===== src/rtl/decoder_pkg.sv =====
// Shared definitions for the select/strobe decoder family.
//   MODE_DIRECT / MODE_SCAN : encoding of the 'mode' input
//   state_t                 : FSM states, one per mode
//   clog2()                 : ceiling log2 for parameter-derived widths
//   onehot()                : one-hot decode of up to 6 select bits
package decoder_pkg;

    localparam logic MODE_DIRECT = 1'b0;
    localparam logic MODE_SCAN   = 1'b1;

    typedef enum logic {
        ST_DIRECT = 1'b0,
        ST_SCAN   = 1'b1
    } state_t;

    // Ceiling log2; clog2(1) = 0, so callers clamp to a minimum of 1 bit.
    function automatic int clog2(input int value);
        int result;
        result = 0;
        for (int i = 0; i < 31; i++) begin
            if ((1 << i) < value) begin
                result = i + 1;
            end
        end
        return result;
    endfunction

    // One-hot of 'sel' in a 64-bit word; selects at or beyond 'width'
    // give all-zeros so callers can truncate safely.
    function automatic logic [63:0] onehot(input logic [5:0] sel, input int width);
        logic [63:0] result;
        result = '0;
        if (int'(sel) < width) begin
            result = 64'd1 << sel;
        end
        return result;
    endfunction

endpackage


===== src/rtl/scan_prescaler.sv =====
// Divide-by-PRESCALE step counter for the scan decoder.
//   clk    : system clock, rising edge
//   rst    : synchronous active-high reset
//   clear  : force count to 0 (wins over enable)
//   enable : count this cycle
//   tc     : terminal count, high while enabled at count PRESCALE-1;
//            the count wraps to 0 on that same edge
module scan_prescaler #(
    parameter int PRESCALE = 4,
    parameter int CNT_W    = 2
) (
    input  logic clk,
    input  logic rst,
    input  logic clear,
    input  logic enable,
    output logic tc
);

    localparam logic [CNT_W-1:0] LAST = CNT_W'(PRESCALE - 1);

    logic [CNT_W-1:0] count_reg;
    logic [CNT_W-1:0] count_next;

    assign tc = enable && (count_reg == LAST);

    always_comb begin
        count_next = count_reg;
        if (clear) begin
            count_next = '0;
        end else if (enable) begin
            count_next = tc ? '0 : count_reg + CNT_W'(1);
        end
    end

    always_ff @(posedge clk) begin
        if (rst) begin
            count_reg <= '0;
        end else begin
            count_reg <= count_next;
        end
    end

endmodule


===== src/rtl/decoder_nx2n_scan.sv =====
// Registered N-to-2^N decoder with direct and auto-scan select sources.
//   clk     : system clock, rising edge
//   rst     : synchronous active-high reset
//   en      : enable; low forces y inactive and freezes select/prescaler
//   mode    : 0 = decode sel_in, 1 = auto-scan
//   sel_in  : direct select, or scan start value when load = 1
//   load    : scan mode only, load sel_in into the scan select
//   y       : one-hot (one-cold when ACTIVE_LOW) decode of sel_out
//   sel_out : current select
//   valid   : registered en
//   strobe  : pulse on each scan advance or load
//   wrap    : pulse on the scan step from all-ones back to 0
module decoder_nx2n_scan
    import decoder_pkg::*;
#(
    parameter int SEL_W      = 2,
    parameter int PRESCALE   = 4,
    parameter bit ACTIVE_LOW = 1'b0
) (
    input  logic                  clk,
    input  logic                  rst,
    input  logic                  en,
    input  logic                  mode,
    input  logic [SEL_W-1:0]      sel_in,
    input  logic                  load,
    output logic [(1<<SEL_W)-1:0] y,
    output logic [SEL_W-1:0]      sel_out,
    output logic                  valid,
    output logic                  strobe,
    output logic                  wrap
);

    localparam int OUT_W = 1 << SEL_W;
    localparam int PRE_W = (clog2(PRESCALE) < 1) ? 1 : clog2(PRESCALE);
    localparam logic [OUT_W-1:0] INACTIVE = ACTIVE_LOW ? {OUT_W{1'b1}} : {OUT_W{1'b0}};

    state_t state_reg, state_next;

    logic [SEL_W-1:0] sel_reg, sel_next;
    logic [OUT_W-1:0] y_reg, y_next;
    logic             valid_reg, strobe_reg, strobe_next, wrap_reg, wrap_next;
    logic             pre_clear, pre_enable, pre_tc;
    logic             mode_change;

    scan_prescaler #(
        .PRESCALE (PRESCALE),
        .CNT_W    (PRE_W)
    ) u_prescaler (
        .clk    (clk),
        .rst    (rst),
        .clear  (pre_clear),
        .enable (pre_enable),
        .tc     (pre_tc)
    );

    // The state tracks the last mode seen while enabled, so a mode flip
    // made while disabled is still treated as a switch on re-enable.
    always_comb begin
        state_next = state_reg;
        if (en) begin
            state_next = (mode == MODE_SCAN) ? ST_SCAN : ST_DIRECT;
        end
    end

    assign mode_change = (mode == MODE_SCAN) != (state_reg == ST_SCAN);

    always_comb begin
        sel_next    = sel_reg;
        strobe_next = 1'b0;
        wrap_next   = 1'b0;
        pre_clear   = 1'b0;
        pre_enable  = 1'b0;
        if (en) begin
            if (mode == MODE_DIRECT) begin
                sel_next  = sel_in;
                pre_clear = 1'b1;
            end else if (load) begin
                sel_next    = sel_in;
                pre_clear   = 1'b1;
                strobe_next = 1'b1;
            end else if (mode_change) begin
                // Switch edge: restart the cadence, keep the select.
                pre_clear = 1'b1;
            end else begin
                pre_enable = 1'b1;
                if (pre_tc) begin
                    sel_next    = sel_reg + SEL_W'(1);
                    strobe_next = 1'b1;
                    wrap_next   = (sel_reg == {SEL_W{1'b1}});
                end
            end
        end
    end

    // y is decoded from sel_next so y and sel_out always agree once registered.
    always_comb begin
        y_next = INACTIVE;
        if (en) begin
            y_next = OUT_W'(onehot(6'(sel_next), OUT_W)) ^ INACTIVE;
        end
    end

    always_ff @(posedge clk) begin
        if (rst) begin
            state_reg  <= ST_DIRECT;
            sel_reg    <= '0;
            y_reg      <= INACTIVE;
            valid_reg  <= 1'b0;
            strobe_reg <= 1'b0;
            wrap_reg   <= 1'b0;
        end else begin
            state_reg  <= state_next;
            sel_reg    <= sel_next;
            y_reg      <= y_next;
            valid_reg  <= en;
            strobe_reg <= strobe_next;
            wrap_reg   <= wrap_next;
        end
    end

    assign y       = y_reg;
    assign sel_out = sel_reg;
    assign valid   = valid_reg;
    assign strobe  = strobe_reg;
    assign wrap    = wrap_reg;

endmodule


===== config.mk =====
export PLATFORM = sky130hd
export DESIGN_NAME = decoder_nx2n_scan
export DESIGN_NICKNAME = d
export VERILOG_FILES = /design/src/rtl/decoder_pkg.sv /design/src/rtl/scan_prescaler.sv /design/src/rtl/decoder_nx2n_scan.sv
export SDC_FILE = /design/constraint.sdc
export NUM_CORES = 1
export LEC_CHECK = 0
export ABC_AREA = 1
export BUFFER_PORTS_ARGS = -buffer_cell sky130_fd_sc_hd__buf_2
export CORE_AREA = 4 4 41 43
export DETAILED_ROUTE_END_ITERATION = 12
export DIE_AREA = 0 0 45 47
export PLACE_DENSITY = 0.67
export RECOVER_POWER = 100
export SYNTH_ARGS = -nofsm -noshare
export SYNTH_HDL_FRONTEND = slang
export SYNTH_HIERARCHICAL = 1
export SYNTH_SLANG_ARGS = --single-unit

===== constraint.sdc =====
create_clock -name clk -period 2.64 [get_ports clk]
set_input_delay 0.132 -clock clk [delete_from_list [all_inputs] [get_ports clk]]
set_output_delay 0.132 -clock clk [all_outputs]
set_load 0.005 [all_outputs]

### Yosys cells after proc, flatten, opt, wreduce, memory -nomap -nowiden

Index checks and enable logic that the tools add are counted.
Widths: inputs -> output; s select.

| storage, ports and cells | value |
|---|---|
| word-level logic and storage cells | 39 |
| input bits | 7 |
| register bits | 12 |

| cells by class | value |
|---|---|
| multiplexer cells | 18 |
| equality and inequality tests | 3 |
| bitwise logic cells | 3 |
| add/sub/neg operators | 2 |
| reduce and logical (&&, ||, !) cells | 5 |
| shift-type cells | 1 |

Operators by type and width:

| cell | count |
|---|---|
| $mux 1 | 12 |
| $mux 2 | 6 |
| $reduce_or 6->1 | 1 |
| $add 2x1->2 const B | 2 |
| $eq 2x2->1 const B | 2 |
| $reduce_or 2->1 | 2 |
| $shl 1x2->4 const A | 1 |
| $not 1->1 | 3 |
| $reduce_or 3->1 | 1 |
| $logic_and 1x1->1 | 1 |
| $ne 1x1->1 | 1 |

### Logic depth before layout (Yosys ltp)

| depth | value |
|---|---|
| depth in word-level cells | 12 |
| mapped depth | 13 |
| mapped depth without buffers | 13 |

### Hierarchy

Netlist, hierarchy kept.

Modules (own cells, without submodules):

| module | area each (sq um) | cells an instance | times used |
|---|---|---|---|
| decoder_nx2n_scan | 439.2 | 57 | 1 |
| scan_prescaler | 105.1 | 16 | 1 |

### Least setup slack after synthesis

OpenSTA, ideal clock, no wires.

| timing | value |
|---|---|
| path kind | reg-to-reg |
| start point | register state_reg |
| end point | register y_reg[3] (netlist: y[3]) |
| data arrival time | 1,425 ps |
| required time | 2,578 ps |
| cell stages (with the launch flop) | 13 |
| setup slack | 1,154 ps |
| cell sequence | dfxtp_1 inv_1 nor3_1 nand2_1 inv_1 nand2_1 inv_1 nand3_1 nand2_1 nand2_1 nand2_2 inv_2 nor2_2 |

| on the way | value |
|---|---|
| word-level cells in the longest chain between the ends | 12 |

Ends and longest elaborated chain:

| element | line | RTL |
|---|---|---|
| from (decl) | decoder_nx2n_scan.sv:37 | `state_t state_reg, state_next;` |
| from (signal assigned) | decoder_nx2n_scan.sv:112 | `state_reg <= state_next;` |
| $ne 1x1->1 | decoder_nx2n_scan.sv:65 | `assign mode_change = (mode == MODE_SCAN) != (state_reg == ST_SCAN);` |
| $mux 1 | decoder_nx2n_scan.sv:81 | `end else if (mode_change) begin` |
| $mux 1 | decoder_nx2n_scan.sv:77 | `end else if (load) begin` |
| $mux 1 | decoder_nx2n_scan.sv:74 | `if (mode == MODE_DIRECT) begin` |
| $mux 1 | decoder_nx2n_scan.sv:73 | `if (en) begin` |
| named net pre_enable | decoder_nx2n_scan.sv:42 | `logic pre_clear, pre_enable, pre_tc;` |
| $logic_and 1x1->1 | scan_prescaler.sv:24 | `assign tc = enable && (count_reg == LAST);` |
| named net pre_tc | decoder_nx2n_scan.sv:42 |  |
| $mux 2 | decoder_nx2n_scan.sv:86 | `if (pre_tc) begin` |
| $mux 2 | decoder_nx2n_scan.sv:81 |  |
| $mux 2 | decoder_nx2n_scan.sv:77 |  |
| $mux 2 | decoder_nx2n_scan.sv:74 |  |
| $mux 2 | decoder_nx2n_scan.sv:73 |  |
| $shl 1x2->4 | decoder_pkg.sv:34 | `result = 64'd1 << sel;` |
| to (signal assigned) | decoder_nx2n_scan.sv:114 | `y_reg <= y_next;` |
| to (decl) | decoder_nx2n_scan.sv:40 | `logic [OUT_W-1:0] y_reg, y_next;` |

The timed path passes the listed nets, and every way through them passes these cells.
A chain may end at the register's enable or synchronous reset.

### Worst setup path after layout

Ends and elaborated chain as after synthesis.

==> results.py <==
metrics = {
    "cts": {
        "clk_latency_ns": 0.27,
        "cts_inserted_buffers": 3,
        "htreeDepth": 1,
        "clk_pin_slew_ns": 0.07,
        "cts_buffer_depth": 2,
        "cts_root_buf": "clkbuf_4",
        "cts_resized": 0,
        "cts_hold_buffers": 0,
        "postCtsSetupBuffers": 0,
        "cts_sinks": 12,
        "cts_tree": "built",
    },
    "setup_path": {
        "reg2reg_depth": 12,
        "cp.depth": 12,
        "worst-path-buf-inv": 4,
        "cpMostUsedCell": "nand2_1",
        "endpoint_kind": "flip-flop",
        "cpPeakStageDelay_ns": 0.41,
        "cp-start-kind": "flip-flop",
        "crit_path_max_fanout": 5,
        "crit_required_ns": 2.86,
        "cp_cell_sequence": "inv_1 -> nor3_1 -> nand2_1 -> inv_1 -> nand2_1 -> inv_1 -> nand3_1 -> nand2_1 -> nand2_1 -> nand2_1 -> inv_1 -> nor2_2",
        "crit_family": "simple AND/OR/NAND/NOR gates",
        "cp_slowest_cell": "nor3_1",
        "critPathArrivalTime_ns": 1.96,
        "crit_type": "flip-flop to flip-flop",
    },
    "cells_and_area": {
        "largest_reg_flops": 4,
        "drive_gt1_share_pct": 26.1,
        "n_antenna_cell": 0,
        "layout.nets": 102,
        "area_growth_pct": 20.7,
    },
    "detailed_routing": {
        "first_pass_iters": 4,
        "viasPerCell": 4.45,
        "vias": 476,
        "drt_iter0_markers": 13,
        "wl_per_cell_um": 9.74,
        "drcViolationCount": 0,
        "antenna_left": 0,
        "wirelength_um": 1040,
    },
    "placement": {
        "dp_slack_ns": 0.975,
        "port_buffers": 15,
        "dpl.hpwl_um": 828,
        "gp_congestion": 0.701,
    },
    "die": {
        "core_region_area_um2": 1300,
        "start_util_pct": 41.8,
        "core.rowCount": 13,
        "die_h_um": 47,
        "die-area_um2": 2120,
        "io_pins": 16,
        "die_x_um": 45,
    },
    "sta": {
        "clock_skew_ns": 0.000511,
        "hold_violations": 0,
        "rsz0062_at_grt": "false",
        "slew_viol_final": 0,
        "setup_viol": 0,
        "slew_headroom_pct": 69.9,
        "setup_ws_ns": 0.901,
        "whs_ns": 0.116,
        "fmax_mhz": 575,
        "period_share_pct": 65.9,
        "setup_tns_ns": 0,
        "max_slew.worst_pin.slew_ns": 0.448,
        "period_minus_slack_ns": 1.74,
    },
    "synthesis": {
        "seq_area_frac_synth_pct": 44.1,
        "yosysTopAreaCell": "dfxtp_1",
        "synth_seq_cells": 12,
        "yosys_warnings": 6,
        "netlist_top_cells_area": "dfxtp_1, nand2_1, inv_1, nand2_2, nor2_1",
        "netlist_instances": 73,
        "synth_cell_types": 17,
        "synth_fp_nets": 82,
        "syn_area_um2": 544,
        "yosysTopAreaCellShare_pct": 44.1,
        "avgSynthCellArea_um2": 7.46,
    },
    "grt": {
        "grt_max_degree": 8,
        "grt_use_total_pct": 10.6,
        "grt_pass1_vias": 369,
        "grt_overflow_total": 0,
        "antenna_found_initial": 0,
        "grt_first_pass_wirelength_um": 1550,
    },
    "power": {
        "combinationalPowerShare_pct": 10.8,
        "finalPower_w": 0.000379,
        "clkPwrFrac_pct": 38.7,
        "p_seq_share_pct": 50.5,
        "cellLeakagePower_nw": 0.334,
        "p_sw_w": 0.0000914,
        "vdd_drop_max_mv": 0.388,
        "power.density_nw_per_um2": 576,
        "netSwitchingFraction_pct": 24.2,
        "power.internal_w": 0.000287,
    },
    "outcome": {
        "status": "finished, final reports clean",
    },
    "hold_path": {
        "hold_depth": 2,
        "hold_class": "primary input to flip-flop",
    },
    "run": {
        "maxCapViolCount": 0,
    },
}
==> cell type report <==
type,instances,area [µm²]
Clock buffer,4,36.3
Tap cell,15,18.8
Sequential cell,12,240
Multi-Input combinational cell,48,243
Fill cell,144,644
Timing Repair Buffer,15,70.1
Inverter,13,48.8
==> stage by stage <==
stage / utilization (%) / area [µm²] / std cells
global placement: 49.0 / 638 / 103
CTS: 51.8 / 674 / 107
global route: 50.5 / 657 / 107
finish: 50.5 / 657 / 107
floorplan: - / 544 / 73
detailed placement: 49.0 / 638 / 103
==> cell usage in the layout, fill, tap and decap left out, drive strengths merged <==
cell / n
a21oi: 5
buf: 11
clkbuf: 8
dfxtp: 12
ha: 2
inv: 13
nand2: 20
nand3: 4
nor2: 13
nor3: 1
o21ai: 2
o31ai: 1
==> metal layers <==
layer | GRT usage [%] | share of wire [%]
met1 | 14.7 | 50
met2 | 13.0 | 40
met4 | 8.77 | 2.9
met3 | 3.45 | 6.9
met5 | 0 | 0
==> worst paths after layout <==
path,from,slack (ns),to
setup / recovery,state_reg,0.90,y[3]
hold / removal,en,0.12,state_reg
setup reg to reg,state_reg,0.90,y[3]
hold reg to reg,u_prescaler/count_reg[1],0.49,u_prescaler/count_reg[1]
==> cell usage after synthesis <==
cell,count
a21oi_2,1
o21ai_1,1
nor2_1,9
nor2_2,3
o21ai_0,1
o31ai_1,1
ha_1,2
nor2_4,1
nand3_2,1
nand3_1,3
inv_1,11
nor3_1,1
nand2_1,14
a21oi_1,4
dfxtp_1,12
inv_2,2
nand2_2,6
==> power groups by stage <==
| stage | logic (W) | registers [W] | clock network (W) |
|---|---|---|---|
| 3_3_place_gp | 0.0000432 | 0.000195 | 0 |
| 6_report | 0.0000409 | 0.000191 | 0.000146 |
| 2_1_floorplan | 0.0000257 | 0.000196 | 0 |
| 3_5_place_dp | 0.0000438 | 0.000195 | 0 |
| 5_1_grt | 0.0000467 | 0.000192 | 0.000163 |
| 4_1_cts | 0.0000439 | 0.000191 | 0.000153 |
==> cell families (layout without fill, tap and decap cells) <==
family / Yosys count / count (layout) / synth area share (%)
AND/OR/NAND/NOR: 38 / 38 / 33.8
flip-flops: 12 / 12 / 44.1
buffers and inverters: 13 / 32 / 8.97
adder cells (fa/ha/maj): 2 / 2 / 4.60
AO/OA/AOI/OAI: 8 / 8 / 8.50
(Power assumes the default switching activity.)
